File: config.mk
export PLATFORM = sky130hd
export DESIGN_NAME = store_rmw_ctrl
export DESIGN_NICKNAME = d
export VERILOG_FILES = /design/src/rtl/store_rmw_ctrl.sv
export SDC_FILE = /design/constraint.sdc
export NUM_CORES = 1
export LEC_CHECK = 0
export BUFFER_PORTS_ARGS = -buffer_cell sky130_fd_sc_hd__buf_2
export CORE_MARGIN = 10
export CORE_UTILIZATION = 48
export CTS_CLUSTER_SIZE = 16
export DETAILED_ROUTE_END_ITERATION = 12
export PLACE_DENSITY = 0.9
export SLEW_MARGIN = 10
export SYNTH_ARGS = -nofsm -noshare
export SYNTH_HDL_FRONTEND = slang
export SYNTH_SLANG_ARGS = --single-unit
File: constraint.sdc
create_clock -name i_clk -period 2.4 [get_ports i_clk]
set_input_delay 0.48 -clock i_clk [delete_from_list [all_inputs] [get_ports i_clk]]
set_output_delay 0.48 -clock i_clk [all_outputs]
set_load 0.005 [all_outputs]
File: src/rtl/store_rmw_ctrl.sv
// Store sequencer: word stores are a single write; SB/SH do read, lane merge, write-back.
// Latency with zero-wait memory: word 3 cycles, sub-word 5; st_ready low while busy.
// Optional MISALIGN_TRAP_EN: misaligned SH/word stores complete with st_err and no memory access.
module store_rmw_ctrl #(
    parameter int ADDR_W      = 32,
    parameter int ACK_TIMEOUT = 16
) (
    input  logic              i_clk,
    input  logic              i_reset,
    input  logic              i_st_valid,
    output logic              o_st_ready,
    input  logic [ADDR_W-1:0] i_st_addr,
    input  logic [31:0]       i_st_data,
    input  logic              i_sb,
    input  logic              i_sh,
    output logic              o_st_done,
    output logic              o_st_err,
    output logic              o_mem_req,
    output logic              o_mem_we,
    output logic [ADDR_W-1:0] o_mem_addr,
    output logic [31:0]       o_mem_wdata,
    input  logic [31:0]       i_mem_rdata,
    input  logic              i_mem_ack
);

    localparam logic [1:0] S_IDLE = 2'd0;
    localparam logic [1:0] S_RD   = 2'd1;
    localparam logic [1:0] S_WR   = 2'd2;
    localparam logic [1:0] S_DONE = 2'd3;

    localparam int             CNT_W    = $clog2(ACK_TIMEOUT + 1);
    localparam logic [CNT_W-1:0] CNT_LAST = CNT_W'(ACK_TIMEOUT - 1);

    logic [1:0]        r_state;
    logic [1:0]        r_lane;
    logic              r_byte;
    logic [15:0]       r_data;
    logic [CNT_W-1:0]  r_cnt;
    logic              r_err;
    logic              r_mem_req;
    logic              r_mem_we;
    logic [ADDR_W-1:0] r_mem_addr;
    logic [31:0]       r_mem_wdata;
    logic              r_st_done;
    logic              r_st_err;

    logic              w_accept;
    logic              w_is_byte;
    logic              w_is_sub;
    logic              w_misalign;
    logic              w_timeout;
    logic [31:0]       w_merged;

    assign w_accept  = i_st_valid && (r_state == S_IDLE);
    assign w_is_byte = i_sb;
    assign w_is_sub  = i_sb || i_sh;

`ifdef MISALIGN_TRAP_EN
    assign w_misalign = (!i_sb && i_sh && i_st_addr[0]) ||
                        (!w_is_sub && (i_st_addr[1:0] != 2'b00));
`else
    assign w_misalign = 1'b0;
`endif

    // Ack in the final allowed cycle still counts as success.
    assign w_timeout = r_mem_req && !i_mem_ack && (r_cnt == CNT_LAST);

    always_comb begin
        w_merged = i_mem_rdata;
        if (r_byte) begin
            case (r_lane)
                2'd0:    w_merged[7:0]   = r_data[7:0];
                2'd1:    w_merged[15:8]  = r_data[7:0];
                2'd2:    w_merged[23:16] = r_data[7:0];
                default: w_merged[31:24] = r_data[7:0];
            endcase
        end else if (r_lane[1]) begin
            w_merged[31:16] = r_data;
        end else begin
            w_merged[15:0] = r_data;
        end
    end

    always_ff @(posedge i_clk) begin
        if (i_reset) begin
            r_state     <= S_IDLE;
            r_lane      <= 2'b00;
            r_byte      <= 1'b0;
            r_data      <= 16'h0;
            r_cnt       <= '0;
            r_err       <= 1'b0;
            r_mem_req   <= 1'b0;
            r_mem_we    <= 1'b0;
            r_mem_addr  <= '0;
            r_mem_wdata <= 32'h0;
            r_st_done   <= 1'b0;
            r_st_err    <= 1'b0;
        end else begin
            r_st_done <= 1'b0;
            r_st_err  <= 1'b0;
            case (r_state)
                S_IDLE: begin
                    if (w_accept) begin
                        r_mem_addr <= {i_st_addr[ADDR_W-1:2], 2'b00};
                        r_lane     <= i_st_addr[1:0];
                        r_byte     <= w_is_byte;
                        r_data     <= i_st_data[15:0];
                        r_cnt      <= '0;
                        r_err      <= 1'b0;
                        if (w_misalign) begin
                            r_err   <= 1'b1;
                            r_state <= S_DONE;
                        end else if (w_is_sub) begin
                            r_mem_req <= 1'b1;
                            r_mem_we  <= 1'b0;
                            r_state   <= S_RD;
                        end else begin
                            r_mem_req   <= 1'b1;
                            r_mem_we    <= 1'b1;
                            r_mem_wdata <= i_st_data;
                            r_state     <= S_WR;
                        end
                    end
                end
                S_RD: begin
                    if (i_mem_ack) begin
                        // Drop the request for one cycle so the write is a fresh access.
                        r_mem_wdata <= w_merged;
                        r_mem_req   <= 1'b0;
                        r_mem_we    <= 1'b1;
                        r_cnt       <= '0;
                        r_state     <= S_WR;
                    end else if (w_timeout) begin
                        r_mem_req <= 1'b0;
                        r_err     <= 1'b1;
                        r_state   <= S_DONE;
                    end else begin
                        r_cnt <= r_cnt + CNT_W'(1);
                    end
                end
                S_WR: begin
                    if (!r_mem_req) begin
                        r_mem_req <= 1'b1;
                    end else if (i_mem_ack) begin
                        r_mem_req <= 1'b0;
                        r_state   <= S_DONE;
                    end else if (w_timeout) begin
                        r_mem_req <= 1'b0;
                        r_err     <= 1'b1;
                        r_state   <= S_DONE;
                    end else begin
                        r_cnt <= r_cnt + CNT_W'(1);
                    end
                end
                default: begin
                    r_st_done <= 1'b1;
                    r_st_err  <= r_err;
                    r_state   <= S_IDLE;
                end
            endcase
        end
    end

    assign o_st_ready  = (r_state == S_IDLE);
    assign o_st_done   = r_st_done;
    assign o_st_err    = r_st_err;
    assign o_mem_req   = r_mem_req;
    assign o_mem_we    = r_mem_we;
    assign o_mem_addr  = r_mem_addr;
    assign o_mem_wdata = r_mem_wdata;

endmodule

==> flow_metrics.env <==
export IMPL_status="finished, final reports clean"
export IMPL_area_growth_syn_to_layout_pct=26.5
export IMPL_yosys_area_top_type_share_pct=44.2
export IMPL_overflow=0
export IMPL_synth_avg_cell_area_um2=8.10
export IMPL_hold_end="o_mem_addr[10]"
export IMPL_initial_utilization_pct=48.8
export IMPL_min_from="i_st_addr[10]"
export IMPL_die_h_um=114
export IMPL_final_core_util_pct=61.8
export IMPL_endpoint_kind="flip-flop"
export IMPL_grt_first_pass_wirelength_um=21100
export IMPL_worstSetupPathType="reg -> reg"
export IMPL_start_kind="flip-flop"
export IMPL_rrSetupSlack_ps=290
export IMPL_fin_ws_ps=286
export IMPL_wl_per_cell_um=17.3
export IMPL_ys_warn_count=0
export IMPL_grt_pass1_vias=4235
export IMPL_die_area_mm2=0.0129
export IMPL_cp_max_fo=12
export IMPL_vias_per_cell=5.54
export IMPL_timing_fmax_ghz=0.473
export IMPL_preCtsSetupSlack_ps=327
export IMPL_max_cap_viol_count=0
export IMPL_placed_area_mm2=0.00510
export IMPL_relSlewSlack_pct=56.9
export IMPL_dr_pass1_iters=5
export IMPL_period_share_pct=88.1
export IMPL_h_tree_depth=3
export IMPL_cts_hold_buf=0
export IMPL_yosys_cell_count_top_type="nand2_1"
export IMPL_grt_setup_unrepaired="no"
export IMPL_vdd_drop_max_mv=0.476
export IMPL_grt_max_degree=38
export IMPL_port_buffers=168
export IMPL_hold_violations=0
export IMPL_grtUsageTotal_pct=19.8
export IMPL_io_pins=171
export IMPL_cts_sinks=93
export IMPL_antenna_left=0
export IMPL_clock_latency_ps=350
export IMPL_min_path_type="in -> reg"
export IMPL_yosysUniqueCellTypes=43
export IMPL_drt_total_wl_um=13500
export IMPL_drc=0
export IMPL_cts_resized=0
export IMPL_slew_violations=0
export IMPL_numCtsBuffers=9
export IMPL_p_switching_uw=2220
export IMPL_drive_gt1_share_pct=29.8
export IMPL_root_buffer="clkbuf_8"
export IMPL_finalClockSkew_ps=6.87
export IMPL_syn_area_mm2=0.00421
export IMPL_clkTransAtPathRegs_ps=90
export IMPL_cts_buffer_depth=2
export IMPL_switching_share_pct=38.3
export IMPL_period_minus_slack_ps=2110
export IMPL_synth_async_reset_ratio_pct=0
export IMPL_combinationalPowerShare_pct=41.8
export IMPL_synth_seq_cells=93
export IMPL_final_setup_tns_ps=0
export IMPL_antenna_found_initial=2
export IMPL_fp_dieW_um=114
export IMPL_critPathRequiredTime_ps=2680
export IMPL_yosysSeqAreaShare_pct=44.2
export IMPL_clkPwrFrac_pct=20.1
export IMPL_final_area_mm2=0.00533
export IMPL_rr_endpoint="r_cnt[2]"
export IMPL_row_count=34
export IMPL_layout_nets=776
export IMPL_r2r_start="r_state[1]"
export IMPL_synth_edf_count=0
export IMPL_via_count=4333
export IMPL_r2r_cells=6
export IMPL_ys_flop_type="dfxtp_1"
export IMPL_synth_common_cells="nand2_1 (121), dfxtp_1 (93), a21oi_1 (74)"
export IMPL_seqPwrFrac_pct=38.1
export IMPL_leakagePower_uw=0.00240
export IMPL_internal_power_uw=3590
export IMPL_cts_setup_buffers=0
export IMPL_critPathArrivalTime_ps=2390
export IMPL_core_area_mm2=0.00864
export IMPL_power_uw=5810
export IMPL_setup_viol=0
export IMPL_worstHoldPathCells=3
export IMPL_worstMarginPinSlew_ps=646
export IMPL_netlist_instances=520
export IMPL_globalplace_congestion=0.898
export IMPL_dp_hpwl_um=10100
export IMPL_netlist_top_cells_area="dfxtp_1 (44%), nand2_1 (11%), a21oi_1 (8.8%)"
export IMPL_drt_iter0_drc=346
export IMPL_power_density_mw_per_mm2=1090
export IMPL_synth_largest_area_cell="dfxtp_1"
export IMPL_tritoncts="done"
worst max path at each step:
stage	endpoint	slack, ps	startpoint	cells past startpoint
6_report	r_cnt[2]	290	r_state[1]	6
5_1_grt	r_cnt[2]	190	r_state[0]	6
3_3_place_gp	r_cnt[2]	450	r_state[0]	6
2_1_floorplan	r_cnt[3]	620	r_cnt[0]	7
3_5_place_dp	r_cnt[2]	330	r_state[1]	6
4_1_cts	r_cnt[2]	310	r_state[1]	6
logic make-up (layout without fill, tap and decap cells):
kind of cell	count (synthesis)	count (layout)	share of synthesized area, %
fa+ha+maj	7	7	2.08
flops	93	93	44.2
buf+inv	51	202	5.34
other cells	1	4	0.0890
simple gates	184	184	19.0
mux	17	17	4.04
compound gates	167	167	25.3
sequential cells by signal (all words and copies together) (netlist names):
name         cells
o_mem_wdata     32
o_st_done        1
o_mem_addr      30
r_err            1
r_lane           2
o_mem_we         1
r_byte           1
o_st_err         1
r_cnt            5
r_state          2
o_mem_req        1
r_data          16
layout by cell type, fill, tap and decap left out, types with 11 or more instances in the layout:
cell type  synthesis  final
dfxtp_1           93     93
buf_2              8    168
o221ai_1          16     16
nand2b_1          19     19
a21oi_1           74     74
a211o_1           16     16
mux2i_1           17     17
a31oi_1           18     18
nand2_1          121    120
o21ai_0           20     20
nor2_1            23     23
clkbuf_8           0     11
routing by layer:
layer	GRT usage, %	wire length, um	up-vias	share of wire (%)
li1	-	-	2113	-
met1	21.3	5070	1999	37
met2	34.3	6910	183	51
met3	5.93	1100	38	8.1
met4	9.90	449	0	3.3
met5	0	0	-	0
metrics by stage:
stage	std cells	hold WS [ps]
2_1_floorplan	521	437
6_report	782	355
3_5_place_dp	764	444
5_1_grt	781	344
3_3_place_gp	764	438
4_1_cts	780	344
worst max-delay path, stage by stage, from the launching register on:
cell,delay [ps]
dfxtp_1,400
inv_1,110
ha_1,340
nand2b_1,160
nand3b_1,290
or4_1,580
a31oi_1,160
final cells by class:
| cell class | count | area (um2) |
|---|---|---|
| multi-input combinational | 377 | 2140 |
| sequential | 93 | 1860 |
| timing repair buffer | 177 | 933 |
| clock buffer | 13 | 159 |
| tap | 108 | 135 |
| inverter | 9 | 33.8 |
| antenna | 2 | 5.00 |
| clock inverter | 3 | 67.6 |
| fill | 725 | 3300 |
power groups by stage:
stage	sequential [uW]	clock, uW	combinational (uW)
CTS	2200	1190	2430
global route	2250	1270	2700
global placement	2210	0	2330
detailed placement	2240	0	2420
finish	2210	1170	2430
floorplan	2210	0	1630
(Power assumes the default switching activity.)
